$ cat src/rtl/rx_iod_bit_align_mlane_pkg.sv
// Shared types and width helpers for the multi-lane RX IOD bit-align trainer.
package rx_iod_bit_align_mlane_pkg;

    function automatic int unsigned clog2(input int unsigned value);
        int unsigned result = 0;
        for (int unsigned i = 0; i < 31; i++)
            if ((32'd1 << i) < value) result = i + 1;
        return result;
    endfunction

    function automatic int unsigned tap_width(input int unsigned tap_cnt);
        return clog2(tap_cnt);
    endfunction

    // A single-lane build still needs a 1-bit lane index.
    function automatic int unsigned lane_width(input int unsigned num_lanes);
        return (clog2(num_lanes) == 0) ? 1 : clog2(num_lanes);
    endfunction

    typedef enum logic [3:0] {
        ST_IDLE,
        ST_LANE_SEL,
        ST_LOAD,
        ST_CLR,
        ST_SETTLE,
        ST_SAMPLE,
        ST_STEP,
        ST_EVAL,
        ST_CENTER_LOAD,
        ST_CENTER_MOVE,
        ST_CENTER_GAP,
        ST_NEXT,
        ST_DONE
    } align_state_e;

endpackage

$ cat src/rtl/rx_iod_bit_align_mlane_if.sv
// Control/status bundle between the bit-align sequencer (master) and the lane IODs/PLL logic (slave).
interface rx_iod_bit_align_mlane_if #(
    parameter int unsigned NUM_LANES = 4,
    parameter int unsigned TAP_CNT   = 256
);
    import rx_iod_bit_align_mlane_pkg::*;

    localparam int unsigned TAP_W  = tap_width(TAP_CNT);
    localparam int unsigned LANE_W = lane_width(NUM_LANES);

    logic                       PLL_LOCK;
    logic [NUM_LANES-1:0]       LANE_EN;
    logic                       ALGN_RSTRT;
    logic                       ALGN_HOLD;
    logic [NUM_LANES-1:0]       IOD_EARLY;
    logic [NUM_LANES-1:0]       IOD_LATE;
    logic [NUM_LANES-1:0]       IOD_OOR;
    logic [NUM_LANES-1:0]       BIT_ALGN_LOAD;
    logic [NUM_LANES-1:0]       BIT_ALGN_MOVE;
    logic [NUM_LANES-1:0]       BIT_ALGN_DIR;
    logic [NUM_LANES-1:0]       BIT_ALGN_CLR_FLGS;
    logic [NUM_LANES-1:0]       ALGN_DONE;
    logic [NUM_LANES-1:0]       ALGN_ERR;
    logic                       ALGN_BUSY;
    logic [LANE_W-1:0]          ACTIVE_LANE;
    logic [NUM_LANES*TAP_W-1:0] TAPDLY;

    modport master (
        input  PLL_LOCK, LANE_EN, ALGN_RSTRT, ALGN_HOLD, IOD_EARLY, IOD_LATE, IOD_OOR,
        output BIT_ALGN_LOAD, BIT_ALGN_MOVE, BIT_ALGN_DIR, BIT_ALGN_CLR_FLGS,
               ALGN_DONE, ALGN_ERR, ALGN_BUSY, ACTIVE_LANE, TAPDLY
    );

    modport slave (
        output PLL_LOCK, LANE_EN, ALGN_RSTRT, ALGN_HOLD, IOD_EARLY, IOD_LATE, IOD_OOR,
        input  BIT_ALGN_LOAD, BIT_ALGN_MOVE, BIT_ALGN_DIR, BIT_ALGN_CLR_FLGS,
               ALGN_DONE, ALGN_ERR, ALGN_BUSY, ACTIVE_LANE, TAPDLY
    );

endinterface

$ cat src/rtl/rx_iod_bit_align_mlane_eye_window.sv
// Tracks the current run of good taps and the first longest run seen since the last clear.
module rx_iod_eye_window #(
    parameter int unsigned TAP_W = 8
) (
    input  logic             clk,
    input  logic             rst,
    input  logic             clear,
    input  logic             sample_valid,
    input  logic             good,
    input  logic [TAP_W-1:0] tap,
    output logic [TAP_W-1:0] best_start,
    output logic [TAP_W:0]   best_len
);

    logic [TAP_W:0]   run_len;
    logic [TAP_W-1:0] run_start;
    logic [TAP_W:0]   next_len;
    logic [TAP_W-1:0] next_start;

    always_comb begin
        next_len   = run_len + 1'b1;
        next_start = (run_len == '0) ? tap : run_start;
    end

    // Strict compare keeps the earliest window when lengths tie.
    always_ff @(posedge clk or posedge rst) begin
        if (rst) begin
            run_len    <= '0;
            run_start  <= '0;
            best_len   <= '0;
            best_start <= '0;
        end else if (clear) begin
            run_len    <= '0;
            run_start  <= '0;
            best_len   <= '0;
            best_start <= '0;
        end else if (sample_valid) begin
            if (good) begin
                run_len   <= next_len;
                run_start <= next_start;
                if (next_len > best_len) begin
                    best_len   <= next_len;
                    best_start <= next_start;
                end
            end else begin
                run_len <= '0;
            end
        end
    end

endmodule

$ cat src/rtl/rx_iod_bit_align_mlane.sv
// Multi-lane IOD bit-align trainer: sweeps each enabled lane's tap range, finds the widest eye and centres on it.
module rx_iod_bit_align_mlane
    import rx_iod_bit_align_mlane_pkg::*;
#(
    parameter int unsigned NUM_LANES  = 4,
    parameter int unsigned TAP_CNT    = 256,
    parameter int unsigned WAIT_W     = 3,
    parameter int unsigned MIN_WINDOW = 10
) (
    input  logic                      SCLK,
    input  logic                      RESET,
    rx_iod_bit_align_mlane_if.master  bus
);

    localparam int unsigned TAP_W  = tap_width(TAP_CNT);
    localparam int unsigned LANE_W = lane_width(NUM_LANES);
    localparam logic [TAP_W-1:0]  TAP_LAST  = TAP_W'(TAP_CNT - 1);
    localparam logic [LANE_W-1:0] LANE_LAST = LANE_W'(NUM_LANES - 1);
    localparam logic [TAP_W:0]    MIN_LEN   = (TAP_W + 1)'(MIN_WINDOW);

    align_state_e state, state_nxt;

    logic [LANE_W-1:0]          lane;
    logic [TAP_W-1:0]           tap;
    logic [WAIT_W-1:0]          wait_cnt;
    logic [TAP_W-1:0]           move_cnt;
    logic [TAP_W-1:0]           target;
    logic [NUM_LANES-1:0]       done;
    logic [NUM_LANES-1:0]       err;
    logic [NUM_LANES*TAP_W-1:0] tapdly;

    logic [TAP_W-1:0] best_start;
    logic [TAP_W:0]   best_len;
    logic [NUM_LANES-1:0] lane_bit;
    logic lane_en, lane_good, lane_oor, sweep_end, window_ok, pll_drop, advance;

    assign lane_en   = bus.LANE_EN[lane];
    assign lane_good = ~(bus.IOD_EARLY[lane] | bus.IOD_LATE[lane]);
    assign lane_oor  = bus.IOD_OOR[lane];
    assign sweep_end = (tap == TAP_LAST) || lane_oor;
    assign window_ok = (best_len >= MIN_LEN);
    assign pll_drop  = !bus.PLL_LOCK && (state != ST_IDLE);
    assign advance   = !bus.ALGN_HOLD && !pll_drop;

    rx_iod_eye_window #(.TAP_W(TAP_W)) u_eye_window (
        .clk          (SCLK),
        .rst          (RESET),
        .clear        (advance && (state == ST_LOAD)),
        .sample_valid (advance && (state == ST_SAMPLE)),
        .good         (lane_good),
        .tap          (tap),
        .best_start   (best_start),
        .best_len     (best_len)
    );

    always_ff @(posedge SCLK or posedge RESET) begin
        if (RESET) state <= ST_IDLE;
        else       state <= state_nxt;
    end

    always_comb begin
        state_nxt = state;
        if (pll_drop) begin
            state_nxt = ST_IDLE;
        end else if (!bus.ALGN_HOLD) begin
            unique case (state)
                ST_IDLE:        if (bus.PLL_LOCK) state_nxt = ST_LANE_SEL;
                ST_LANE_SEL:    state_nxt = lane_en ? ST_LOAD : ST_NEXT;
                ST_LOAD:        state_nxt = ST_CLR;
                ST_CLR:         state_nxt = ST_SETTLE;
                ST_SETTLE:      if (wait_cnt == '1) state_nxt = ST_SAMPLE;
                ST_SAMPLE:      state_nxt = sweep_end ? ST_EVAL : ST_STEP;
                ST_STEP:        state_nxt = ST_CLR;
                ST_EVAL:        state_nxt = window_ok ? ST_CENTER_LOAD : ST_NEXT;
                ST_CENTER_LOAD: state_nxt = (target == '0) ? ST_NEXT : ST_CENTER_MOVE;
                ST_CENTER_MOVE: state_nxt = ST_CENTER_GAP;
                ST_CENTER_GAP:  state_nxt = (move_cnt == target) ? ST_NEXT : ST_CENTER_MOVE;
                ST_NEXT:        state_nxt = (lane == LANE_LAST) ? ST_DONE : ST_LANE_SEL;
                ST_DONE:        if (bus.ALGN_RSTRT) state_nxt = ST_LANE_SEL;
                default:        state_nxt = ST_IDLE;
            endcase
        end
    end

    always_comb begin
        lane_bit       = '0;
        lane_bit[lane] = 1'b1;
        bus.BIT_ALGN_LOAD     = '0;
        bus.BIT_ALGN_MOVE     = '0;
        bus.BIT_ALGN_DIR      = '0;
        bus.BIT_ALGN_CLR_FLGS = '0;
        if (advance) begin
            unique case (state)
                ST_LOAD, ST_CENTER_LOAD: bus.BIT_ALGN_LOAD = lane_bit;
                ST_EVAL:                 if (!window_ok) bus.BIT_ALGN_LOAD = lane_bit;
                ST_CLR:                  bus.BIT_ALGN_CLR_FLGS = lane_bit;
                ST_STEP, ST_CENTER_MOVE: begin
                    bus.BIT_ALGN_MOVE = lane_bit;
                    bus.BIT_ALGN_DIR  = lane_bit;
                end
                default: ;
            endcase
        end
        bus.ALGN_BUSY = (state != ST_IDLE) && (state != ST_DONE);
    end

    // Lane bookkeeping; a lost PLL clears results even while held.
    always_ff @(posedge SCLK or posedge RESET) begin
        if (RESET) begin
            lane     <= '0;
            tap      <= '0;
            wait_cnt <= '0;
            move_cnt <= '0;
            target   <= '0;
            done     <= '0;
            err      <= '0;
            tapdly   <= '0;
        end else if (pll_drop) begin
            lane   <= '0;
            done   <= '0;
            err    <= '0;
            tapdly <= '0;
        end else if (!bus.ALGN_HOLD) begin
            unique case (state)
                ST_IDLE: lane <= '0;
                ST_LANE_SEL: if (!lane_en) begin
                    done[lane] <= 1'b1;
                    err[lane]  <= 1'b0;
                    tapdly[lane*TAP_W +: TAP_W] <= '0;
                end
                ST_LOAD:   tap      <= '0;
                ST_CLR:    wait_cnt <= '0;
                ST_SETTLE: wait_cnt <= wait_cnt + 1'b1;
                ST_STEP:   tap      <= tap + 1'b1;
                ST_EVAL: begin
                    if (!window_ok) begin
                        done[lane] <= 1'b1;
                        err[lane]  <= 1'b1;
                        tapdly[lane*TAP_W +: TAP_W] <= '0;
                    end else begin
                        target <= best_start + best_len[TAP_W:1];
                    end
                end
                ST_CENTER_LOAD: begin
                    move_cnt <= '0;
                    if (target == '0) begin
                        done[lane] <= 1'b1;
                        err[lane]  <= 1'b0;
                        tapdly[lane*TAP_W +: TAP_W] <= target;
                    end
                end
                ST_CENTER_MOVE: move_cnt <= move_cnt + 1'b1;
                ST_CENTER_GAP: if (move_cnt == target) begin
                    done[lane] <= 1'b1;
                    err[lane]  <= 1'b0;
                    tapdly[lane*TAP_W +: TAP_W] <= target;
                end
                ST_NEXT: if (lane != LANE_LAST) lane <= lane + 1'b1;
                ST_DONE: if (bus.ALGN_RSTRT) begin
                    done <= done & ~bus.LANE_EN;
                    err  <= err & ~bus.LANE_EN;
                    lane <= '0;
                end
                default: ;
            endcase
        end
    end

    assign bus.ALGN_DONE   = done;
    assign bus.ALGN_ERR    = err;
    assign bus.ACTIVE_LANE = lane;
    assign bus.TAPDLY      = tapdly;

endmodule

$ cat src/flat_wrapper.sv
// flat-port wrapper written by rule: the top's interface ports become plain ports
module rx_iod_bit_align_mlane_flat import rx_iod_bit_align_mlane_pkg::*;
#(
    parameter int unsigned NUM_LANES  = 4,
    parameter int unsigned TAP_CNT    = 256,
    parameter int unsigned WAIT_W     = 3,
    parameter int unsigned MIN_WINDOW = 10
)
  (SCLK, RESET, bus_PLL_LOCK, bus_LANE_EN, bus_ALGN_RSTRT, bus_ALGN_HOLD, bus_IOD_EARLY, bus_IOD_LATE, bus_IOD_OOR, bus_BIT_ALGN_LOAD, bus_BIT_ALGN_MOVE, bus_BIT_ALGN_DIR, bus_BIT_ALGN_CLR_FLGS, bus_ALGN_DONE, bus_ALGN_ERR, bus_ALGN_BUSY, bus_ACTIVE_LANE, bus_TAPDLY);
  rx_iod_bit_align_mlane_if #(.NUM_LANES(NUM_LANES), .TAP_CNT(TAP_CNT)) bus_i ();
  input  logic SCLK;
  input  logic RESET;
  input wire logic [$bits(bus_i.PLL_LOCK)-1:0] bus_PLL_LOCK;
  input wire logic [$bits(bus_i.LANE_EN)-1:0] bus_LANE_EN;
  input wire logic [$bits(bus_i.ALGN_RSTRT)-1:0] bus_ALGN_RSTRT;
  input wire logic [$bits(bus_i.ALGN_HOLD)-1:0] bus_ALGN_HOLD;
  input wire logic [$bits(bus_i.IOD_EARLY)-1:0] bus_IOD_EARLY;
  input wire logic [$bits(bus_i.IOD_LATE)-1:0] bus_IOD_LATE;
  input wire logic [$bits(bus_i.IOD_OOR)-1:0] bus_IOD_OOR;
  output wire logic [$bits(bus_i.BIT_ALGN_LOAD)-1:0] bus_BIT_ALGN_LOAD;
  output wire logic [$bits(bus_i.BIT_ALGN_MOVE)-1:0] bus_BIT_ALGN_MOVE;
  output wire logic [$bits(bus_i.BIT_ALGN_DIR)-1:0] bus_BIT_ALGN_DIR;
  output wire logic [$bits(bus_i.BIT_ALGN_CLR_FLGS)-1:0] bus_BIT_ALGN_CLR_FLGS;
  output wire logic [$bits(bus_i.ALGN_DONE)-1:0] bus_ALGN_DONE;
  output wire logic [$bits(bus_i.ALGN_ERR)-1:0] bus_ALGN_ERR;
  output wire logic [$bits(bus_i.ALGN_BUSY)-1:0] bus_ALGN_BUSY;
  output wire logic [$bits(bus_i.ACTIVE_LANE)-1:0] bus_ACTIVE_LANE;
  output wire logic [$bits(bus_i.TAPDLY)-1:0] bus_TAPDLY;
  assign bus_i.PLL_LOCK = bus_PLL_LOCK;
  assign bus_i.LANE_EN = bus_LANE_EN;
  assign bus_i.ALGN_RSTRT = bus_ALGN_RSTRT;
  assign bus_i.ALGN_HOLD = bus_ALGN_HOLD;
  assign bus_i.IOD_EARLY = bus_IOD_EARLY;
  assign bus_i.IOD_LATE = bus_IOD_LATE;
  assign bus_i.IOD_OOR = bus_IOD_OOR;
  assign bus_BIT_ALGN_LOAD = bus_i.BIT_ALGN_LOAD;
  assign bus_BIT_ALGN_MOVE = bus_i.BIT_ALGN_MOVE;
  assign bus_BIT_ALGN_DIR = bus_i.BIT_ALGN_DIR;
  assign bus_BIT_ALGN_CLR_FLGS = bus_i.BIT_ALGN_CLR_FLGS;
  assign bus_ALGN_DONE = bus_i.ALGN_DONE;
  assign bus_ALGN_ERR = bus_i.ALGN_ERR;
  assign bus_ALGN_BUSY = bus_i.ALGN_BUSY;
  assign bus_ACTIVE_LANE = bus_i.ACTIVE_LANE;
  assign bus_TAPDLY = bus_i.TAPDLY;
  rx_iod_bit_align_mlane #(.NUM_LANES(NUM_LANES), .TAP_CNT(TAP_CNT), .WAIT_W(WAIT_W), .MIN_WINDOW(MIN_WINDOW)) u_core (.SCLK(SCLK), .RESET(RESET), .bus(bus_i));
endmodule
$ cat config.mk
export PLATFORM = sky130hd
export DESIGN_NAME = rx_iod_bit_align_mlane_flat
export DESIGN_NICKNAME = d
export VERILOG_FILES = /design/src/rtl/rx_iod_bit_align_mlane_pkg.sv /design/src/rtl/rx_iod_bit_align_mlane_if.sv /design/src/rtl/rx_iod_bit_align_mlane_eye_window.sv /design/src/rtl/rx_iod_bit_align_mlane.sv /design/src/flat_wrapper.sv
export SDC_FILE = /design/constraint.sdc
export NUM_CORES = 1
export LEC_CHECK = 0
export ABC_AREA = 0
export BUFFER_PORTS_ARGS = -buffer_cell sky130_fd_sc_hd__buf_4
export CAP_MARGIN = 10
export CORE_ASPECT_RATIO = 0.8
export CORE_MARGIN = 2
export CORE_UTILIZATION = 30
export CTS_BUF_LIST = sky130_fd_sc_hd__clkbuf_4 sky130_fd_sc_hd__clkbuf_8
export CTS_CLUSTER_SIZE = 8
export DETAILED_ROUTE_END_ITERATION = 16
export GPL_ROUTABILITY_DRIVEN = 0
export HOLD_SLACK_MARGIN = 0.03
export PLACE_DENSITY_LB_ADDON = 0.08
export SLEW_MARGIN = 10
export SYNTH_ARGS = -nofsm -noshare
export SYNTH_HDL_FRONTEND = slang
export SYNTH_SLANG_ARGS = --single-unit
$ cat constraint.sdc
create_clock -name SCLK -period 8 [get_ports SCLK]
set_input_delay 0 -clock SCLK [delete_from_list [all_inputs] [get_ports SCLK]]
set_output_delay 0 -clock SCLK [all_outputs]
set_load 0.01 [all_outputs]
After elaboration in Yosys (flattened, before gate mapping) --
Index checks and enable logic that the tools add are counted.
Word-level totals: bits in registers 107, bits of input ports 21, output and inout port bits 59, logic and storage cells 177
Cells by class: add/subtract/negate cells 7, order comparisons 4, equality and inequality tests 28, shift operators 3, mux-type cells 77, bitwise gates (word level) 10, reductions and logical operators 35
Operators by type and width (number):
- $mux 32 | 6
- $pmux 32 s4 | 1
- $mux 4 | 27
- $bwmux 32 | 2
- $mux 8 | 8
- $mux 9 | 7
- $pmux 4 s12 | 1
- $pmux 4 s5 | 2
- $neg 5->34 | 1
- $shift 8x34->32 const A | 1
- $shiftx 8x34->32 | 1
- $shiftx 8x34->32 const A | 1
- $pmux 8 s2 | 2
- $eq 4x4->1 const B | 5
- $add 8x1->8 const B | 2
- $eq 4x3->1 const B | 4
- $mux 2 | 7
- $and 4x4->4 | 3
- $ne 3x1->1 const B | 4
- $reduce_and 3->1 | 4
- $reduce_and 4->1 | 3
- $reduce_bool 2->1 | 5
- $add 9x1->9 const B | 1
- $ge 9x4->1 const B | 1
- 40 further kinds | 65

Longest topological paths before layout --
depth in word-level cells 10, gate-level depth with buffers 13

Modules after synthesis --
Synthesis repeated with hierarchy kept, for this count alone.
Unflattened totals: cell total of the unflattened synthesis 722, area total of the unflattened synthesis 6670.1 um^2
By module, submodules not included:
- rx_iod_bit_align_mlane | times used 1, cells an instance 501, area each 4478.0 um^2
- rx_iod_eye_window | times used 1, cells an instance 221, area each 2192.1 um^2

Worst setup path before layout --
OpenSTA, ideal clock, no wires.
path kind reg-to-reg, from register u_core.u_eye_window.run_len[0], to register u_core.u_eye_window.best_start[0], setup time 0.120 ns, arrival 2.690 ns, required time 7.880 ns, slack 5.190 ns, cell stages (with the launch flop) 14, clock period less this slack 2.810 ns, cells stage by stage dfrtp_1 > ha_1 > nand3_1 > nor2_1 > nand3_1 > xnor2_1 > ha_1 > nand2_1 > a21oi_1 > o21ai_0 > a21oi_1 > clkbuf_1 > o211ai_1 > o211a_1
Between the ends: longest elaborated chain between the ends 6
Ends and longest elaborated chain:
- from (decl) | line rx_iod_bit_align_mlane_eye_window.sv:15 | logic [TAP_W:0] run_len;
- from (signal assigned) | line rx_iod_bit_align_mlane_eye_window.sv:39 | run_len <= next_len;
- branches (longest 6 deep; another with $add 9x1->9)
- to (signal assigned) | line rx_iod_bit_align_mlane_eye_window.sv:43 | best_start <= next_start;
- to (decl) | line rx_iod_bit_align_mlane_eye_window.sv:11 | output logic [TAP_W-1:0] best_start,
Parallel ways; which one is timed is not known. The select of a mux whose other input is x is not followed. A chain may end at the register's enable or synchronous reset.

Worst setup path after layout --
from register u_core.state[2], to register u_core.err[3], in the netlist u_core.bus.ALGN_ERR[3]
Between the ends: longest elaborated chain between the ends 4
Ends and longest elaborated chain:
- from (decl) | line rx_iod_bit_align_mlane.sv:21 | align_state_e state, state_nxt;
- from (signal assigned) | line rx_iod_bit_align_mlane.sv:58 | else state <= state_nxt;
- $eq 4x4->1, or another cell as far along | line rx_iod_bit_align_mlane.sv:124 | unique case (state)
- $pmux 4 s5 / $logic_and 1x1->1 (equally long branches) | line rx_iod_bit_align_mlane.sv:124, rx_iod_bit_align_mlane.sv:42
- $mux 4, or another cell as far along | line rx_iod_bit_align_mlane.sv:123 | end else if (!bus.ALGN_HOLD) begin
- $mux 4 / $reduce_and 7->1 (equally long branches)
- to (signal assigned) | line rx_iod_bit_align_mlane.sv:161 | err <= err & ~bus.LANE_EN;
- to (decl) | line rx_iod_bit_align_mlane.sv:29 | logic [NUM_LANES-1:0] err;
Parallel ways exist; a longest one is shown, timed or not. The select of a mux whose other input is x is not followed.

==> results <==
- The flow ran to the end, and the final reports show no timing, DRC or antenna violations.
- The delay of the slowest critical-path stage is 0.82 ns.
- The worst path needs 3.30 ns of the cycle, external delays included.
- Max-cap violations in this run came to 0.
- The final setup violation count is 0.
- The upper clock frequency limit is 0.303 GHz.
- The final total power is 2.10 mW.
- The number of levels in the clock H-tree is 3.
- After clock tree synthesis, the clock-pin slew on the worst setup and hold paths is 0.13 ns.
- The number of synthesized flops with an enable pin is 0.
- The count of buffers inserted at the top-level ports is 79.
- The buffers inserted during post-CTS setup optimization is 0.
- Once layout is complete, the utilization of the core stands at 0.351.
- The number of I/O pins is 80.
- The sequential share of the synthesized area is 0.412.
- Setup slack on the critical path of the routed design comes to 4.70 ns.
- The first routing iteration left 386 violations.
- After synthesis the netlist holds a flip-flop and latch count of 107.
- The total clock buffers created by CTS is 9.
- The critical path in this run is classified as flop to flop.
- The total inserted antenna cells is 0.
- Walking the worst path, the cells encountered are nand2b_1 > nor3_1 > o21a_1 > a21oi_2 > and2_1 > a41oi_1 > dlygate4sd3_1.
- In this run the worst path has a maximum fanout of 21.
- The core box area is 21,400 um2.
- VDD sags by at most 0.146 mV.
- The clock passes through at most 2 buffers.
- The width of the chip is 169 um.
- The worst-case headroom to the max-slew limit is 0.310.
- The count of different cell masters after synthesis is 68.
- The aggregate global routing overflow is 0.
- On the final layout, the worst hold slack is 0.110 ns.
- The clock reaches the later pin of the worst-skew pair after 0.40 ns.
- The final setup skew is 0.0220 ns.
- The final-report hold violation count was 0.
- The sequential cell area is 2680 um2.
- In the final layout, the multi-input gates occupy 3410 um2.
- The fraction of layout instances using a drive strength above 1 is 0.170.
- The wire length of the first global-routing pass is 28.6 mm.
- The max-slew violation count is 0.
- The maximum number of pins on one net before global-route repair is 67.
- The proportion of synthesized flip-flops having asynchronous set or reset is 1.00.
- The via count of the routed design is 5,239.
- The sum of net half-perimeters after detailed placement is 12.8 mm.
- The critical path required time is 8.30 ns.
- At the worst endpoint, the arrival time is 3.61 ns.
- For this run, the number of Yosys warnings is 0.
- Dividing the final minimum period by the clock period gives 0.413.
- The area added between synthesis and finish is 15.9%.
- The launching element type of the critical path is a flop.
- At the placement stage, the worst setup path has a slack of 4.84 ns.
- The number of global-route vias before repair is 5,136.
- TritonCTS built the clock tree.
- At the pin with the least slew margin, the transition time is 1.03 ns.
- For this run, the total global-route usage over all layers was measured as 0.159.
- The critical path's slowest cell is sky130_fd_sc_hd__dfrtp_1.
- The initial core utilization is 0.303.
- The analysis attributes to cell leakage a power of 3.64 nW.
- Power spread over the standard cell area amounts to 278 nW/um2.
- The total length of routed wires is 17.5 mm.
- The number of detailed-route iterations in the first pass is 5.
- Each instance of the synthesized netlist takes up on average 9.41 um2.
- The worst setup path is captured at a flop.
- In the routed design, unresolved DRC markers number 0.
- The clock root buffer master is sky130_fd_sc_hd__clkbuf_8.
- The count of nets left with antenna violations once routing finished came out at 0.
- The height of the die is 136 um.
- The worst hold path belongs to the class input pin to flop.
- The clock net sink count is 107.
- Among all flip-flop cells after synthesis, the most frequent one is sky130_fd_sc_hd__dfrtp_1.
- The number of inserted filler cells in the final layout is 2,198.
- The die area is 22,900 um2.
- After technology mapping, the gate count stands at 690.
- The average detailed-routed wire length per instance is 17.0 um.
- The number of nets in the layout is 795.
- The number of antenna violations at the first check in global routing came to 0.
- The synthesized net count is 738.
- The final-layout setup total negative slack is 0 ns.
- The combined area of all synthesized cells is 6500 um2.
- Once the clock tree was built, the resizer swapped 0 gates to a different size.
- The cell row count is 48.
- Setup repair after global routing left no endpoint under its margin.
- Dividing the detail-routed via count by the number of cells gives 5.10.
-- layout make-up --
| type | instances | share of cell area |
|---|---|---|
| repair buffers | 86 | 0.0871 |
| clock buffers | 9 | 0.0165 |
| clock inverters | 7 | 0.0125 |
| multi-input cells | 484 | 0.453 |
| inverters | 59 | 0.0297 |
| well taps | 275 | 0.0457 |
| flip-flops and latches | 107 | 0.356 |
-- through the flow --
| stage | instance area (um2) | std cells |
|---|---|---|
| after CTS | 7530 | 1027 |
| after detailed placement | 7270 | 1007 |
| after floorplan | 6500 | 690 |
| after global routing | 7530 | 1027 |
| final | 7530 | 1027 |
| after global placement | 7270 | 1007 |
-- critical path: cells and delay by family (launching register included) --
| kind | cells | cell delay, ns |
|---|---|---|
| AND/OR/NAND/NOR | 3 | 1.05 |
| flip-flops | 1 | 0.82 |
| AO/OA/AOI/OAI | 3 | 0.75 |
| buffers and inverters | 1 | 0.58 |
-- flip-flops by register name, summed over array words and instances, names as in the netlist --
register,count
u_core.bus.ACTIVE_LANE,2
u_core.bus.ALGN_DONE,4
u_core.bus.ALGN_ERR,4
u_core.bus.TAPDLY,32
u_core.move_cnt,8
u_core.state,4
u_core.tap,8
u_core.target,8
u_core.u_eye_window.best_len,9
u_core.u_eye_window.best_start,8
u_core.u_eye_window.run_len,9
u_core.u_eye_window.run_start,8
u_core.wait_cnt,3
-- final timing paths --
check	startpoint	slack [ns]	to	cells after the start
max in group asynchronous	RESET	6.50	u_core.u_eye_window.best_start[4]	4
max	u_core.state[2]	4.70	u_core.bus.ALGN_ERR[3]	7
min reg2reg	u_core.bus.ALGN_ERR[1]	0.51	u_core.bus.ALGN_ERR[1]	1
min in group asynchronous	RESET	0.20	u_core.bus.TAPDLY[17]	3
min	bus_ALGN_HOLD	0.11	u_core.wait_cnt[2]	4
max reg2reg	u_core.state[2]	4.70	u_core.bus.ALGN_ERR[3]	7
-- power by group --
group	internal [mW]	leakage, nW	switching (mW)	total (mW)
logic	0.383	2.07	0.516	0.899
registers	0.663	1.46	0.174	0.837
clock network	0.128	0.107	0.231	0.360
total	1.17	3.64	0.921	2.10
-- cell usage after synthesis, types with 3 or more instances --
cell / n / area (um2)
sky130_fd_sc_hd__dfrtp_1: 107 / 2680
sky130_fd_sc_hd__nand2_1: 79 / 297
sky130_fd_sc_hd__inv_1: 58 / 218
sky130_fd_sc_hd__mux2i_1: 52 / 521
sky130_fd_sc_hd__nor2_1: 51 / 191
sky130_fd_sc_hd__o21ai_0: 30 / 150
sky130_fd_sc_hd__ha_1: 26 / 325
sky130_fd_sc_hd__clkbuf_1: 23 / 86.3
sky130_fd_sc_hd__nand3_1: 23 / 115
sky130_fd_sc_hd__a21oi_1: 19 / 95.1
sky130_fd_sc_hd__xor2_1: 19 / 166
sky130_fd_sc_hd__nor3_1: 17 / 85.1
sky130_fd_sc_hd__a22o_1: 16 / 140
sky130_fd_sc_hd__nor4_1: 12 / 75.1
sky130_fd_sc_hd__o31ai_1: 10 / 75.1
sky130_fd_sc_hd__xnor2_1: 10 / 87.6
sky130_fd_sc_hd__o211a_1: 9 / 90.1
sky130_fd_sc_hd__o211ai_1: 9 / 67.6
sky130_fd_sc_hd__and2_1: 8 / 50.1
sky130_fd_sc_hd__buf_2: 8 / 40.0
sky130_fd_sc_hd__and3_1: 6 / 37.5
sky130_fd_sc_hd__buf_4: 6 / 45.0
sky130_fd_sc_hd__mux2_2: 6 / 67.6
sky130_fd_sc_hd__o2111ai_1: 6 / 52.6
sky130_fd_sc_hd__nand2b_1: 5 / 31.3
sky130_fd_sc_hd__nor2b_1: 5 / 31.3
sky130_fd_sc_hd__or3_1: 5 / 31.3
sky130_fd_sc_hd__nand4_1: 4 / 25.0
sky130_fd_sc_hd__o211ai_2: 4 / 50.1
sky130_fd_sc_hd__a21o_1: 3 / 22.5
sky130_fd_sc_hd__a21oi_2: 3 / 26.3
sky130_fd_sc_hd__a41oi_1: 3 / 26.3
sky130_fd_sc_hd__o21a_1: 3 / 22.5
-- placed cells by master, fill, tap and decap left out, types with 16 or more instances in the layout --
| cell | netlist | routed |
|---|---|---|
| sky130_fd_sc_hd__a21oi_1 | 19 | 19 |
| sky130_fd_sc_hd__a22o_1 | 16 | 16 |
| sky130_fd_sc_hd__buf_4 | 6 | 82 |
| sky130_fd_sc_hd__dfrtp_1 | 107 | 107 |
| sky130_fd_sc_hd__ha_1 | 26 | 26 |
| sky130_fd_sc_hd__inv_1 | 58 | 57 |
| sky130_fd_sc_hd__mux2i_1 | 52 | 52 |
| sky130_fd_sc_hd__nand2_1 | 79 | 79 |
| sky130_fd_sc_hd__nand3_1 | 23 | 23 |
| sky130_fd_sc_hd__nor2_1 | 51 | 50 |
| sky130_fd_sc_hd__nor3_1 | 17 | 17 |
| sky130_fd_sc_hd__o21ai_0 | 30 | 30 |
| sky130_fd_sc_hd__xor2_1 | 19 | 19 |
-- cells by family after synthesis --
family | Yosys count | synth area share
AOI/OAI and AO/OA | 140 | 0.163
xor gates and xnor gates | 29 | 0.0391
adders and majority gates | 27 | 0.0532
buffers and inverters | 99 | 0.0634
DFF | 107 | 0.412
muxes | 60 | 0.0975
and+or+nand+nor | 228 | 0.172
-- routing by layer --
metal,vias to the layer above,part of all wire,global-route usage
li1,2551,-,-
met1,2542,0.49,0.220
met2,129,0.45,0.257
met3,17,0.042,0.0313
met4,0,0.012,0.0398
met5,-,0,0
-- repair_timing --
action,4_1_cts,5_1_grt
hold endpoints to repair,44,0
setup endpoints to repair,0,0
hold buffers,4,0
Power figures use the tool's default switching activity.
